<file path="config.mk">
export PLATFORM = sky130hd
export DESIGN_NAME = muller_c_elem_formal_flat
export DESIGN_NICKNAME = d
export VERILOG_FILES = /design/src/rtl/muller_c_elem_formal_if.sv /design/src/rtl/muller_c_elem_formal.sv /design/src/flat_wrapper.sv
export SDC_FILE = /design/constraint.sdc
export NUM_CORES = 1
export LEC_CHECK = 0
export CORE_MARGIN = 1
export CORE_UTILIZATION = 48
export DETAILED_ROUTE_END_ITERATION = 10
export GPL_TIMING_DRIVEN = 0
export PLACE_DENSITY = 0.83
export SLEW_MARGIN = 20
export SYNTH_ARGS = -nofsm -noshare
export SYNTH_HDL_FRONTEND = slang
export SYNTH_SLANG_ARGS = --single-unit
</file>
<file path="constraint.sdc">
create_clock -name clk -period 1.9 [get_ports clk]
set_clock_uncertainty 0.2 [all_clocks]
set_input_delay 0.38 -clock clk [delete_from_list [all_inputs] [get_ports clk]]
set_output_delay 0.38 -clock clk [all_outputs]
set_load 0.005 [all_outputs]
</file>
<file path="src/rtl/muller_c_elem_formal_if.sv">
`default_nettype none
// ============================================================================
// Module   : muller_c_elem_formal_if
// Brief    : Pad-bus bundle for the Muller C-element bank (inputs, states,
//            transition counter, sticky error flag).
// Revision : 1.0 - initial release
// ============================================================================
interface muller_c_elem_formal_if #(
    parameter int CNT_W = 8
);
    logic [5:0]       io_in;
    logic [2:0]       io_out;
    logic             c_all;
    logic [CNT_W-1:0] toggle_cnt;
    logic             err;

    modport master (
        output io_in,
        input  io_out,
        input  c_all,
        input  toggle_cnt,
        input  err
    );

    modport slave (
        input  io_in,
        output io_out,
        output c_all,
        output toggle_cnt,
        output err
    );
endinterface
`default_nettype wire

</file>
<file path="src/rtl/muller_c_elem_formal.sv">
`default_nettype none
// ============================================================================
// Module   : muller_c_elem_formal
// Brief    : Three registered 2-input C-elements feeding a 3-input C-element,
//            a saturating transition counter and a sticky invariant monitor.
//            Optional macro FORMAL_ASSERT_EN adds assert/cover/assume code.
// Revision : 1.0 - initial release
// ============================================================================
module muller_c_elem_formal #(
    parameter int CNT_W = 8
) (
    input  wire logic                   clk,
    input  wire logic                   rst_n,
    muller_c_elem_formal_if.slave       bus
);

    logic [2:0]       r_q;
    logic             r_call;
    logic [CNT_W-1:0] r_cnt;
    logic             r_err;

    // Monitor history: inputs and element states as seen one edge earlier.
    logic [5:0]       r_hist_in;
    logic [2:0]       r_hist_q;
    logic             r_hist_call;
    logic             r_mon_valid;

    logic [2:0]       w_a;
    logic [2:0]       w_b;
    logic [2:0]       w_q_nxt;
    logic             w_call_nxt;
    logic             w_cnt_sat;
    logic [2:0]       w_q_bad;
    logic             w_c_bad;
    logic             w_violation;

    always_comb begin
        w_a = '0;
        w_b = '0;
        for (int k = 0; k < 3; k++) begin
            w_a[k] = bus.io_in[2*k];
            w_b[k] = bus.io_in[2*k+1];
        end
        w_q_nxt    = (w_a & w_b) | (r_q & (w_a | w_b));
        w_call_nxt = (&r_q) | (r_call & (|r_q));
        w_cnt_sat  = &r_cnt;
    end

    // A state may only change to a value that all its previous inputs agreed on.
    always_comb begin
        w_q_bad = '0;
        for (int k = 0; k < 3; k++) begin
            w_q_bad[k] = (r_q[k] ^ r_hist_q[k]) &
                         ((r_hist_in[2*k] != r_q[k]) | (r_hist_in[2*k+1] != r_q[k]));
        end
        w_c_bad     = (r_call ^ r_hist_call) & (r_hist_q != {3{r_call}});
        w_violation = r_mon_valid & ((|w_q_bad) | w_c_bad);
    end

    always_ff @(posedge clk) begin
        if (!rst_n) begin
            r_q         <= '0;
            r_call      <= 1'b0;
            r_cnt       <= '0;
            r_err       <= 1'b0;
            r_hist_in   <= '0;
            r_hist_q    <= '0;
            r_hist_call <= 1'b0;
            r_mon_valid <= 1'b0;
        end else begin
            r_q         <= w_q_nxt;
            r_call      <= w_call_nxt;
            if ((w_call_nxt != r_call) && !w_cnt_sat) begin
                r_cnt <= r_cnt + 1'b1;
            end
            r_err       <= r_err | w_violation;
            r_hist_in   <= bus.io_in;
            r_hist_q    <= r_q;
            r_hist_call <= r_call;
            r_mon_valid <= 1'b1;
        end
    end

    assign bus.io_out     = r_q;
    assign bus.c_all      = r_call;
    assign bus.toggle_cnt = r_cnt;
    assign bus.err        = r_err;

`ifdef FORMAL_ASSERT_EN
    // Declaration initialiser gives the solver a known first cycle.
    logic r_f_started = 1'b0;

    always_ff @(posedge clk) begin
        r_f_started <= 1'b1;
    end

    always_comb begin
        if (!r_f_started) begin
            assume (!rst_n);
        end
    end

    generate
        for (genvar k = 0; k < 3; k++) begin : g_formal_elem
            a_hold_on_mismatch : assert property (@(posedge clk)
                (r_f_started && rst_n && (bus.io_in[2*k] != bus.io_in[2*k+1]))
                |=> (r_q[k] == $past(r_q[k])));
            c_q_rise : cover property (@(posedge clk) r_f_started && $rose(r_q[k]));
            c_q_fall : cover property (@(posedge clk) r_f_started && $fell(r_q[k]));
        end
    endgenerate

    a_no_err  : assert property (@(posedge clk) r_f_started |-> !r_err);
    c_call_up : cover property (@(posedge clk) r_f_started && $rose(r_call));
    c_cnt_sat : cover property (@(posedge clk) r_f_started && w_cnt_sat);
`endif

endmodule
`default_nettype wire

</file>
<file path="src/flat_wrapper.sv">
// flat-port wrapper written by rule: the top's interface ports become plain ports
module muller_c_elem_formal_flat 
#(
    parameter int CNT_W = 8
)
  (clk, rst_n, bus_io_in, bus_io_out, bus_c_all, bus_toggle_cnt, bus_err);
  muller_c_elem_formal_if #(.CNT_W(CNT_W)) bus_i ();
  input  wire logic clk;
  input  wire logic rst_n;
  input wire logic [$bits(bus_i.io_in)-1:0] bus_io_in;
  output wire logic [$bits(bus_i.io_out)-1:0] bus_io_out;
  output wire logic [$bits(bus_i.c_all)-1:0] bus_c_all;
  output wire logic [$bits(bus_i.toggle_cnt)-1:0] bus_toggle_cnt;
  output wire logic [$bits(bus_i.err)-1:0] bus_err;
  assign bus_i.io_in = bus_io_in;
  assign bus_io_out = bus_i.io_out;
  assign bus_c_all = bus_i.c_all;
  assign bus_toggle_cnt = bus_i.toggle_cnt;
  assign bus_err = bus_i.err;
  muller_c_elem_formal #(.CNT_W(CNT_W)) u_core (.clk(clk), .rst_n(rst_n), .bus(bus_i));
endmodule
</file>
==> impl_results.md <==
* Status: completed
* GRT Resource Usage Total at 0.2087
* Actual slew at the worst max-slew pin at 380.3 ps
* Final net count at 141
* Largest net degree at the start of global routing at 13
* CP cell instances: clkdlybuf4s50_1
* Clk pin slew, worst setup/hold paths at 120 ps
* First-pass detailed-route iteration total at 4
* Initial core utilization at 0.5388
* Fin. Hold Viols at 0
* Setup-failing EPs final at 0
* DRT iter0 DRCs at 25
* Rows at 15
* DR DRC count at 0
* Final wirelength at 2.038 mm
* Slew headroom at 0.7465
* Final Wtd Congestion at 0.7180
* Hold_buf cts at 0
* Fillers at 154
* # clock sinks at 24
* Sequential element share of the synthesized area at 0.4898
* Crit path DAT at 1310 ps
* IO Port Bufs at 20
* Max Fclk at 530.3 MHz
* Pleak at 0.4420 nW
* Most frequent cells in the layout: clkdlybuf4s50_1, dfxtp_1, a21oi_1, nand2_1, and2_1
* Final HPWL DP at 1.454 mm
* Worst Path Max Fanout at 5
* Synth Register Bits at 24
* Die height at 47.21 um
* Core box area at 1821 um2
* Period Utilization, post-route at 0.9924
* CTS H-tree lvls at 1
* Internal reg-to-reg setup slack at 40 ps
* CP startpoint kind: register
* DIE WIDTH at 47.21 um
* First-pass GRT wire length at 3.243 mm
* Mapped Cells at 107
* Mapped Area at 980.9 um2
* Grt ovf at 0
* Required time worst endpoint at 1320 ps
* Wire length per cell at 13.15 um
* Synth Net Count at 116
* Worst hold path type: reg2reg
* P per Cell Area at 658.1 nW/um2
* VDD IR max at 0.0005852 V
* Clock insertion delay at the later pin of the skew report at 310 ps
* Commonest non-fill, non-tap cell in the layout: clkdlybuf4s50_1
* Vias post-DR at 853
* CP delay by family, top: buffers and inverters
* Vias per inst at 5.503
* Fin. max-slew vios at 0
* Initial antenna violation count at 0
* Fin util at 0.6880
* CTS tree: done
* Layout cells sized above 1 at 0.1000
* Max Cap Violations at 0
* YS warnings at 0
* Detail Route Antenna Nets at 0
* # IOs at 21
* WS Path Type: reg2out
* Syn Area/Cell at 9.168 um2
* Unrepaired setup endpoints after global routing: yes
* Hold_ws at 297.5 ps
* P&R area growth vs syn at 27.68%
* Vias in the first global route at 746
* TritonCTS buffer count at 3
* Crit end category: output pin
* Buf/Inv on CP at 1
* Unique masters post-synth at 32
* Clock period minus final worst setup slack at 1886 ps
* Pwr Total at 0.8243 mW
* Crit-path slowest cell: clkdlybuf4s50_1
* Root Buffer: clkbuf_4
* Clock Path Buffers at 2
* # diodes at 0
* Die footprint at 2228 um2
* Crit-path max cell delay at 550 ps
## worst paths after layout
path | start | end | cells after the start
hold reg to reg | u_core.bus.toggle_cnt[0] | u_core.bus.toggle_cnt[0] | 2
setup reg to reg | u_core.bus.io_out[0] | u_core.bus.toggle_cnt[5] | 5
hold / removal | u_core.bus.toggle_cnt[0] | u_core.bus.toggle_cnt[0] | 2
setup / recovery | u_core.bus.toggle_cnt[5] | bus_toggle_cnt[5] | 1
## through the flow
step	instances	area (um2)	setup slack, ps	setup TNS [ps]
4_1_cts	155	1239	21.77	0
2_1_floorplan	107	980.9	219.0	0
6_report	155	1252	14.43	0
3_5_place_dp	152	1212	-204.0	-1532
5_1_grt	155	1252	-71.87	-116.4
3_3_place_gp	152	1212	-173.8	-1319
## layer usage
metal	share of wire	global-route usage	vias up	wire, um
met3	0.034	0.03462	4	70
met5	0	0	-	0
li1	-	-	428	-
met1	0.46	0.2659	406	947
met4	0.016	0.06857	0	33
met2	0.48	0.3583	15	986
## logic make-up (layout without fill, tap and decap cells)
kind of cell | Yosys count | in the layout | synth area share
compound gates | 31 | 31 | 0.1977
fa+ha+maj | 1 | 1 | 0.01275
simple gates | 39 | 39 | 0.2207
flops | 24 | 24 | 0.4898
mux | 5 | 5 | 0.05102
buf+inv | 7 | 30 | 0.02805
## flip-flops by register name, indices dropped and copies added (netlist names)
| name | cells |
|---|---|
| u_core.r_hist_in | 6 |
| u_core.bus.err | 1 |
| u_core.bus.toggle_cnt | 8 |
| u_core.r_hist_call | 1 |
| u_core.r_hist_q | 3 |
| u_core.r_mon_valid | 1 |
| u_core.bus.io_out | 3 |
| u_core.bus.c_all | 1 |
## cells in the mapped netlist
master | number | area [um2]
o311ai_1 | 1 | 8.760
o21a_1 | 1 | 7.510
ha_1 | 1 | 12.51
nor3b_1 | 1 | 7.510
o2111ai_2 | 1 | 15.01
clkinv_1 | 1 | 3.750
nor4_1 | 1 | 6.260
o31ai_1 | 1 | 7.510
nand4_1 | 1 | 6.260
and2_1 | 9 | 56.30
nor2_1 | 7 | 26.28
buf_2 | 1 | 5.000
a21oi_1 | 11 | 55.05
mux2i_1 | 5 | 50.05
o41ai_1 | 1 | 8.760
a21o_1 | 1 | 7.510
and4b_1 | 1 | 10.01
dfxtp_1 | 24 | 480.5
nand3_1 | 1 | 5.000
nand2b_1 | 3 | 18.77
a41oi_1 | 1 | 8.760
o21ai_1 | 2 | 10.01
clkbuf_1 | 2 | 7.510
nor3_1 | 3 | 15.01
nor4b_4 | 1 | 23.77
o21ai_0 | 7 | 35.03
o31a_1 | 1 | 8.760
inv_1 | 3 | 11.26
a211oi_1 | 1 | 7.510
o211ai_1 | 1 | 7.510
nand2_1 | 11 | 41.29
a31oi_1 | 1 | 6.260
## report_power, final
| part | switching [mW] | leakage, nW | internal [mW] |
|---|---|---|---|
| sequential | 0.0155 | 0.199 | 0.520 |
| combinational | 0.0311 | 0.229 | 0.0398 |
| clock | 0.143 | 0.0138 | 0.0742 |
| total | 0.190 | 0.442 | 0.634 |
## layout make-up
class	instances	area (um2)	area share
flip-flops and latches	24	489.2	0.3906
plain buffers	3	13.76	0.01099
clock buffers	3	22.52	0.01798
well taps	25	31.28	0.02498
multi-input cells	76	480.5	0.3836
inverters	4	15.01	0.01199
repair buffers	20	200.2	0.1598
## timing repair
action                                  4_1_cts  5_1_grt
resized for setup                             3        6
buffers inserted                              0        0
endpoints found under the setup margin        3        7
Power figures use the tool's default switching activity.
